**config.mk**
```make
export PLATFORM = sky130hd
export DESIGN_NAME = writeback_queue
export DESIGN_NICKNAME = d
export VERILOG_FILES = /design/src/rtl/writeback_queue.sv
export SDC_FILE = /design/constraint.sdc
export NUM_CORES = 1
export LEC_CHECK = 0
export BUFFER_PORTS_ARGS = -buffer_cell sky130_fd_sc_hd__buf_2
export CAP_MARGIN = 20
export CORE_MARGIN = 4
export CORE_UTILIZATION = 55
export CTS_CLUSTER_SIZE = 25
export DETAILED_ROUTE_END_ITERATION = 7
export PLACE_DENSITY = 0.77
export SLEW_MARGIN = 10
export SYNTH_ARGS = -nofsm -noshare
export SYNTH_HDL_FRONTEND = slang
export SYNTH_SLANG_ARGS = --single-unit
```
**constraint.sdc**
```tcl
create_clock -name Clock -period 7.2 [get_ports Clock]
set_clock_uncertainty 0.05 [all_clocks]
set_input_delay 0.72 -clock Clock [delete_from_list [all_inputs] [get_ports Clock]]
set_output_delay 0.72 -clock Clock [all_outputs]
set_load 0.01 [all_outputs]
```
**src/rtl/writeback_queue.sv**
```systemverilog
// Purpose: in-order writeback queue that arbitrates ALU/MEM results and drives the
//          32x32 register file write port, with forwarding lookups over pending writes.
// Latency: a write accepted at edge N is on WriteRg/WriteData/RegWrite after edge N+1.
// Backpressure: AluReady/MemReady drop when the FIFO holds DEPTH entries (start-of-cycle
//          Count only, no same-cycle pop credit); ALU has fixed priority over MEM.
// Ports:
//   Clock, Reset          rising-edge clock, synchronous active-low reset
//   Alu*/Mem*             producer write requests (Valid/Rg/Data in, Ready out)
//   WriteRg/WriteData/RegWrite  registered register file write port
//   ReadRg1/2, FwdN*      forwarding lookups: youngest pending write to ReadRgN
//   Count                 occupied FIFO entries, 0..DEPTH
module writeback_queue #(
  parameter int DEPTH = 4,
  parameter int AW    = 2
) (
  input  logic        Clock,
  input  logic        Reset,
  input  logic        AluValid,
  input  logic [4:0]  AluRg,
  input  logic [31:0] AluData,
  output logic        AluReady,
  input  logic        MemValid,
  input  logic [4:0]  MemRg,
  input  logic [31:0] MemData,
  output logic        MemReady,
  output logic [4:0]  WriteRg,
  output logic [31:0] WriteData,
  output logic        RegWrite,
  input  logic [4:0]  ReadRg1,
  input  logic [4:0]  ReadRg2,
  output logic        Fwd1Valid,
  output logic [31:0] Fwd1Data,
  output logic        Fwd2Valid,
  output logic [31:0] Fwd2Data,
  output logic [AW:0] Count
);

  localparam logic [AW:0] FULL = (AW+1)'(DEPTH);

  logic [4:0]       entRg    [DEPTH];
  logic [31:0]      entData  [DEPTH];
  logic [DEPTH-1:0] entValid;
  logic [AW-1:0]    wrPtr;
  logic [AW-1:0]    rdPtr;
  logic [AW:0]      cnt;

  logic        notFull;
  logic        aluFire;
  logic        memFire;
  logic [4:0]  pushRg;
  logic [31:0] pushData;
  logic        enq;
  logic        deq;

  assign notFull  = (cnt < FULL);
  assign AluReady = notFull;
  assign MemReady = notFull && !AluValid;
  assign aluFire  = AluValid && AluReady;
  assign memFire  = MemValid && MemReady;
  assign pushRg   = aluFire ? AluRg : MemRg;
  assign pushData = aluFire ? AluData : MemData;
  // Writes to r0 complete the handshake but never occupy a slot.
  assign enq      = (aluFire || memFire) && (pushRg != 5'd0);
  assign deq      = (cnt != '0);
  assign Count    = cnt;

  // Entry payload needs no reset: occupancy is tracked by entValid and cnt.
  always_ff @(posedge Clock) begin
    if (enq) begin
      entRg[wrPtr]   <= pushRg;
      entData[wrPtr] <= pushData;
    end
  end

  always_ff @(posedge Clock) begin
    if (!Reset) begin
      wrPtr     <= '0;
      rdPtr     <= '0;
      cnt       <= '0;
      entValid  <= '0;
      RegWrite  <= 1'b0;
      WriteRg   <= 5'd0;
      WriteData <= 32'd0;
    end else begin
      // enq and deq never hit the same slot: enq needs a free slot, deq an occupied one.
      if (enq) begin
        entValid[wrPtr] <= 1'b1;
        wrPtr           <= wrPtr + 1'b1;
      end
      if (deq) begin
        RegWrite        <= 1'b1;
        WriteRg         <= entRg[rdPtr];
        WriteData       <= entData[rdPtr];
        entValid[rdPtr] <= 1'b0;
        rdPtr           <= rdPtr + 1'b1;
      end else begin
        RegWrite  <= 1'b0;
        WriteRg   <= 5'd0;
        WriteData <= 32'd0;
      end
      case ({enq, deq})
        2'b10:   cnt <= cnt + 1'b1;
        2'b01:   cnt <= cnt - 1'b1;
        default: cnt <= cnt;
      endcase
    end
  end

  // Scan oldest to youngest (output stage, then FIFO from the head) so the
  // last match seen is the youngest pending write.
  function automatic logic [32:0] lookup(input logic [4:0] rg);
    logic          hit;
    logic [31:0]   dat;
    logic [AW-1:0] idx;
    hit = 1'b0;
    dat = 32'd0;
    idx = '0;
    if (rg != 5'd0) begin
      if (RegWrite && (WriteRg == rg)) begin
        hit = 1'b1;
        dat = WriteData;
      end
      for (int i = 0; i < DEPTH; i++) begin
        idx = rdPtr + i[AW-1:0];
        if (entValid[idx] && (entRg[idx] == rg)) begin
          hit = 1'b1;
          dat = entData[idx];
        end
      end
    end
    return {hit, dat};
  endfunction

  assign {Fwd1Valid, Fwd1Data} = lookup(ReadRg1);
  assign {Fwd2Valid, Fwd2Data} = lookup(ReadRg2);

endmodule

```
## Word-level counts from Yosys, hierarchy flattened

Memories as Yosys holds them, arrays and structs flattened. A register that Yosys moved wholly into a read port is not among the register bits.
Cells that the tools add are included.

- Register bits after elaboration: 49
- RAM bits: 148
- Memories: 2

- Add/sub/neg operators: 6
- Magnitude comparators: 8
- Equal/unequal tests: 12
- Muxes and demuxes: 49
- Bitwise gates (word level): 3
- Reduce and logical (&&, ||, !) cells: 24

Memories:

| name | words | width | rd ports | clocked after memory_dff | write ports | RTL line | text |
|---|---|---|---|---|---|---|---|
| entData | 4 | 32 | 4 | 1 | 1 | 41 | `logic [31:0] entData [DEPTH];` |
| entRg | 4 | 5 | 4 | 1 | 1 | 40 | `logic [4:0] entRg [DEPTH];` |

Operator list:

| cell | count |
|---|---|
| 32-bit 2-to-1 mux | 13 |
| 5-bit == test | 10 |
| 1-bit 2-to-1 mux | 21 |
| 1-bit logical AND | 16 |
| 2-bit by 3-bit less-than comparator with 1-bit output, second input constant | 5 |
| 5-bit nonzero test | 3 |
| 4-bit 2-to-1 mux | 3 |
| 1-bit binary-select mux with 2-bit select | 4 |
| 2-bit 2-to-1 mux | 4 |
| 3-bit one-hot mux with 2 select lines | 1 |
| 5-bit 2-to-1 mux | 1 |
| 2-bit by 1-bit adder with 2-bit output, second input constant | 2 |
| 2-bit adder, second input constant | 2 |
| 4-bit AND | 1 |
| 1-bit demux with 2-bit select | 2 |
| 2-bit by 1-bit >= comparator with 1-bit output, second input constant | 2 |
| 4-bit NOT | 1 |
| 4-bit OR | 1 |
| 3-bit by 1-bit adder with 3-bit output, second input constant | 1 |
| 3-bit less-than comparator, second input constant | 1 |
| 3-bit nonzero test | 1 |
| 3-bit by 1-bit subtractor with 3-bit output, second input constant | 1 |
| 2-bit by 1-bit == test with 1-bit output, second input constant | 1 |
| 2-bit == test, second input constant | 1 |
| other kinds (4) | 4 |

## Longest topological paths before layout

- Word-level depth: 9
- Gate-level depth with buffers: 17

## Worst setup path after synthesis

OpenSTA, ideal clock, no wires.

- Path kind: register to output
- From: reg rdPtr[0]
- To: out Fwd1Data[14]
- Data arrival time: 3951 ps
- Data required time: 6430 ps
- Setup slack: 2479 ps
- Cell stages (with the launch flop): 17
- Buffers on the path: 8
- Path through: dfxtp_1 buf_2 buf_6 buf_2 buf_2 buf_2 inv_1 ha_1 buf_2 mux4_2 xor2_1 nor3_1 and3_1 clkbuf_2 clkbuf_1 a221oi_1 o31ai_1

- Longest elaborated chain between the ends: 8
- Elaborated cells on any way between the ends: 25

RTL lines:

| what | RTL line | text |
|---|---|---|
| start: declaration | 44 | `logic [AW-1:0] rdPtr;` |
| start signal: assignment | 95 | `rdPtr <= rdPtr + 1'b1;` |
| 2-bit by 1-bit adder with 2-bit output or 1-bit binary-select mux with 2-bit select (tied branches) | 124, 125 |  |
| memory 4 x 5 bit, or another cell as far along | n/a |  |
| 5-bit == test, or another cell as far along | 125 | `if (entValid[idx] && (entRg[idx] == rg)) begin` |
| 1-bit logical AND or 32-bit 2-to-1 mux (tied branches) | 125 |  |
| 32-bit 2-to-1 mux (2 in series) | 125 |  |
| 32-bit 2-to-1 mux * | 125 |  |
| 32-bit 2-to-1 mux * | 118 | `if (rg != 5'd0) begin` |
| end: declaration | 32 | `output logic [31:0] Fwd1Data,` |

Mark *: on every way between the ends. The rest lies on a longest branch, timed or not. The select of a mux whose other input is x is not followed.

## Worst setup path after layout

- From: reg rdPtr[0]
- To: out Fwd1Data[16]

The elaborated chain is that of the path after synthesis.

==> metrics.txt <==
vias in the first global route 11900; Sw Share 42.3%; top cells by area, synth edfxtp_1 32%, mux4_2 14%, mux2i_1 7.9%, dfxtp_1 7.4%, mux2_2 5.8%; Reg power frac 33.1%; CTS max path bufs 2; area grow syn2layout 13.0%; RSZ-0062 raised after global routing false; Fill cells 1887; n_diodes 0; WS Path Type flop to output port; max incr delay on CP 0.81 ns; Peak Freq roughly 170 MHz; worst r2r path cells 11; pins over their slew limit 0; Worst Path Arrival 5.19 ns; r2r startpoint Count[2]$_SDFFE_PN0P_; Die Height 167 um; Max stage delay cell, worst path buf_4; CTS Sinks 199; status finished, final reports clean; final period utilization 82.8%; crit-path cells buf_4 -> mux4_2 -> xnor2_1 -> nand4_1 -> or2_2 -> o311ai_4 -> buf_4 -> o31ai_1 -> buf_2; count leader, synth edfxtp_1; most repeated library cell on the critical path buf_4; final hold vios 0; DRC violations left 0; crit path max fanout 53; cts hold-fix bufs 0; initial antenna violation count 0; largest net degree at the start of global routing 60; CTS Buf Count 17; CTS tree yes; dpl ws 1.78 ns; worst hold endpoint entValid[2]$_SDFF_PN0_; syn_nets around 1300; PnR Total Power roughly 0.0060 W; leading area contributor after synthesis edfxtp_1; data required time of the worst path between 6 and 7 ns; DRT iter0 DRCs 2043; dpl cells 1627; # Post-CTS Setup Buffers 0; Slew headroom around 25%; GRT Resource Usage Total 30.1%; WP buf/inv 3; Pint 0.00348 W; flop2flop setup slack 3.74 ns; H-tree lvl count 4; global placement routability congestion between 0.8 and 0.9; Max VDD drop ~260 uV; Synthesis Warnings 0; Initial DRT Pass Iterations 7; port bufs 196; startpoint types flop; R2R Path End Count[2]$_SDFFE_PN0P_; Starting Density 56.4%; first-pass GRT wire length 66700 um; detailed placement HPWL 27300 um; worst hold path depth 1; Syn Area/Cell 11.4 um^2; synthesis-stage register bit count 199; post-CTS sizing 0; clock latency on the worst-skew pair 0.44 ns; fin nets 1424; WL final about 43000 um; Layout Cells excl Fill ~1700; share of cells above drive strength 1 about 33%; die area 0.0279 mm^2; Post-synth top cells 148 x edfxtp_1, 109 x mux2i_1, 99 x nand3_1, 86 x mux4_2, 79 x clkbuf_1; DR vias 11800; Synth async-reset ratio 0%; Synth Cell Area about 0.014 mm^2; Cells after Synth 1214; Crit path max-delay family buffers and inverters; sequential share of the synthesized area about two fifths; setup ws final about 1.2 ns; grt ovf 0; Die Width roughly 170 um; max_cap viols 0; final hold slack about 0.48 ns; post-synth top area share 32.0%; vias per cell 7.08; Pwr per Cell Area about 380 mW/mm^2; root buffer cell clkbuf_16; Core Region 0.0246 mm^2; Comb pwr share 51.6%; crit path time final between 5 and 6 ns; # IOs 197; crit path capture type output port; Detail Route Antenna Nets 0; Slew @ Worst Pin 1.12 ns; hold wc startpoint entValid[2]$_SDFF_PN0_; Core Rows 57; Setup violations, final 0; Clk pwr share about 15%; Synth Flop Type edfxtp_1; number of library cell types mapped by synthesis 49; Setup TNS Final 0 ns; WL/cell approximately 26 um; clock transition at the registers of the reported paths 0.07 ns; EDFF count, synth 148; hold crit path type flop to flop; LEAKAGE 5.72 nW; Switching Power between 0.002 and 0.003 W
[flip-flops by register name, summed over array words and instances, names as in the netlist, named ones only]
| register | count |
|---|---|
| Count | 3 |
| RegWrite | 1 |
| WriteData | 32 |
| WriteRg | 5 |
| entData | 128 |
| entRg | 20 |
| entValid | 4 |
| rdPtr | 2 |
| wrPtr | 2 |
[per-stage QoR]
stage | instance area (um^2) | util [%]
2_1_floorplan | 13900 | -
3_3_place_gp | 15000 | 61.1
3_5_place_dp | 15100 | 61.2
4_1_cts | 15600 | 63.4
5_1_grt | 15700 | 63.8
6_report | 15700 | 63.8
[cells in the final DEF, fill, tap and decap left out, types with 35 or more instances in the layout]
cell / instances
and3_1: 72
buf_2: 196
dfxtp_1: 47
edfxtp_1: 148
mux2_2: 71
mux2i_1: 107
mux4_2: 86
nand2_1: 45
nand3_1: 97
nor2_1: 41
nor2b_1: 35
[worst max-delay path by stage]
stage                     startpoint           end  slack (ns)  cells past startpoint
6_report       rdPtr[0]$_SDFFE_PN0N_  Fwd1Data[16]        1.24                      9
5_1_grt        rdPtr[0]$_SDFFE_PN0N_  Fwd1Data[16]        0.96                      9
4_1_cts        rdPtr[0]$_SDFFE_PN0N_  Fwd1Data[16]        1.33                      9
3_5_place_dp   rdPtr[0]$_SDFFE_PN0N_  Fwd1Data[16]        1.78                      9
3_3_place_gp   rdPtr[0]$_SDFFE_PN0N_  Fwd2Data[21]        1.91                      9
2_1_floorplan  rdPtr[0]$_SDFFE_PN0N_  Fwd1Data[14]        2.48                     16
[cells by family after synthesis]
logic type	after synthesis	share of synthesized area, %
adders and majority gates	10	0.955
AOI/OAI and AO/OA	212	11.8
DFF	199	39.4
buffers and inverters	144	4.42
and+or+nand+nor	331	12.6
muxes	266	27.6
xor gates and xnor gates	52	3.28
[metal layers]
metal / vias up / routed length [um] / track usage (%)
met2: 911 / 20300 / 49.2
met5: - / 0 / 0
met4: 0 / 1680 / 13.1
li1: 5042 / - / -
met3: 179 / 4920 / 5.78
met1: 5644 / 15800 / 39.4
[cell type report]
cell class              instances  area [um^2]  share of cell area, %
flip-flops and latches        199         5470                   34.9
well taps                     324          405                   2.58
clock inverters                13          113                  0.718
clock buffers                  19          433                   2.76
multi-input cells             871         7950                   50.7
inverters                      11         41.3                  0.263
repair buffers                226         1280                   8.13
[power by group through the flow]
stage / logic, W / clock network, W / registers, W
final: 0.00311 / 0.000924 / 0.00199
after detailed placement: 0.00301 / 0 / 0.00202
after floorplan: 0.00225 / 0 / 0.00189
after global routing: 0.00329 / 0.000973 / 0.00204
after global placement: 0.00295 / 0 / 0.00199
after CTS: 0.00302 / 0.000925 / 0.00199
Power figures use the tool's default switching activity.
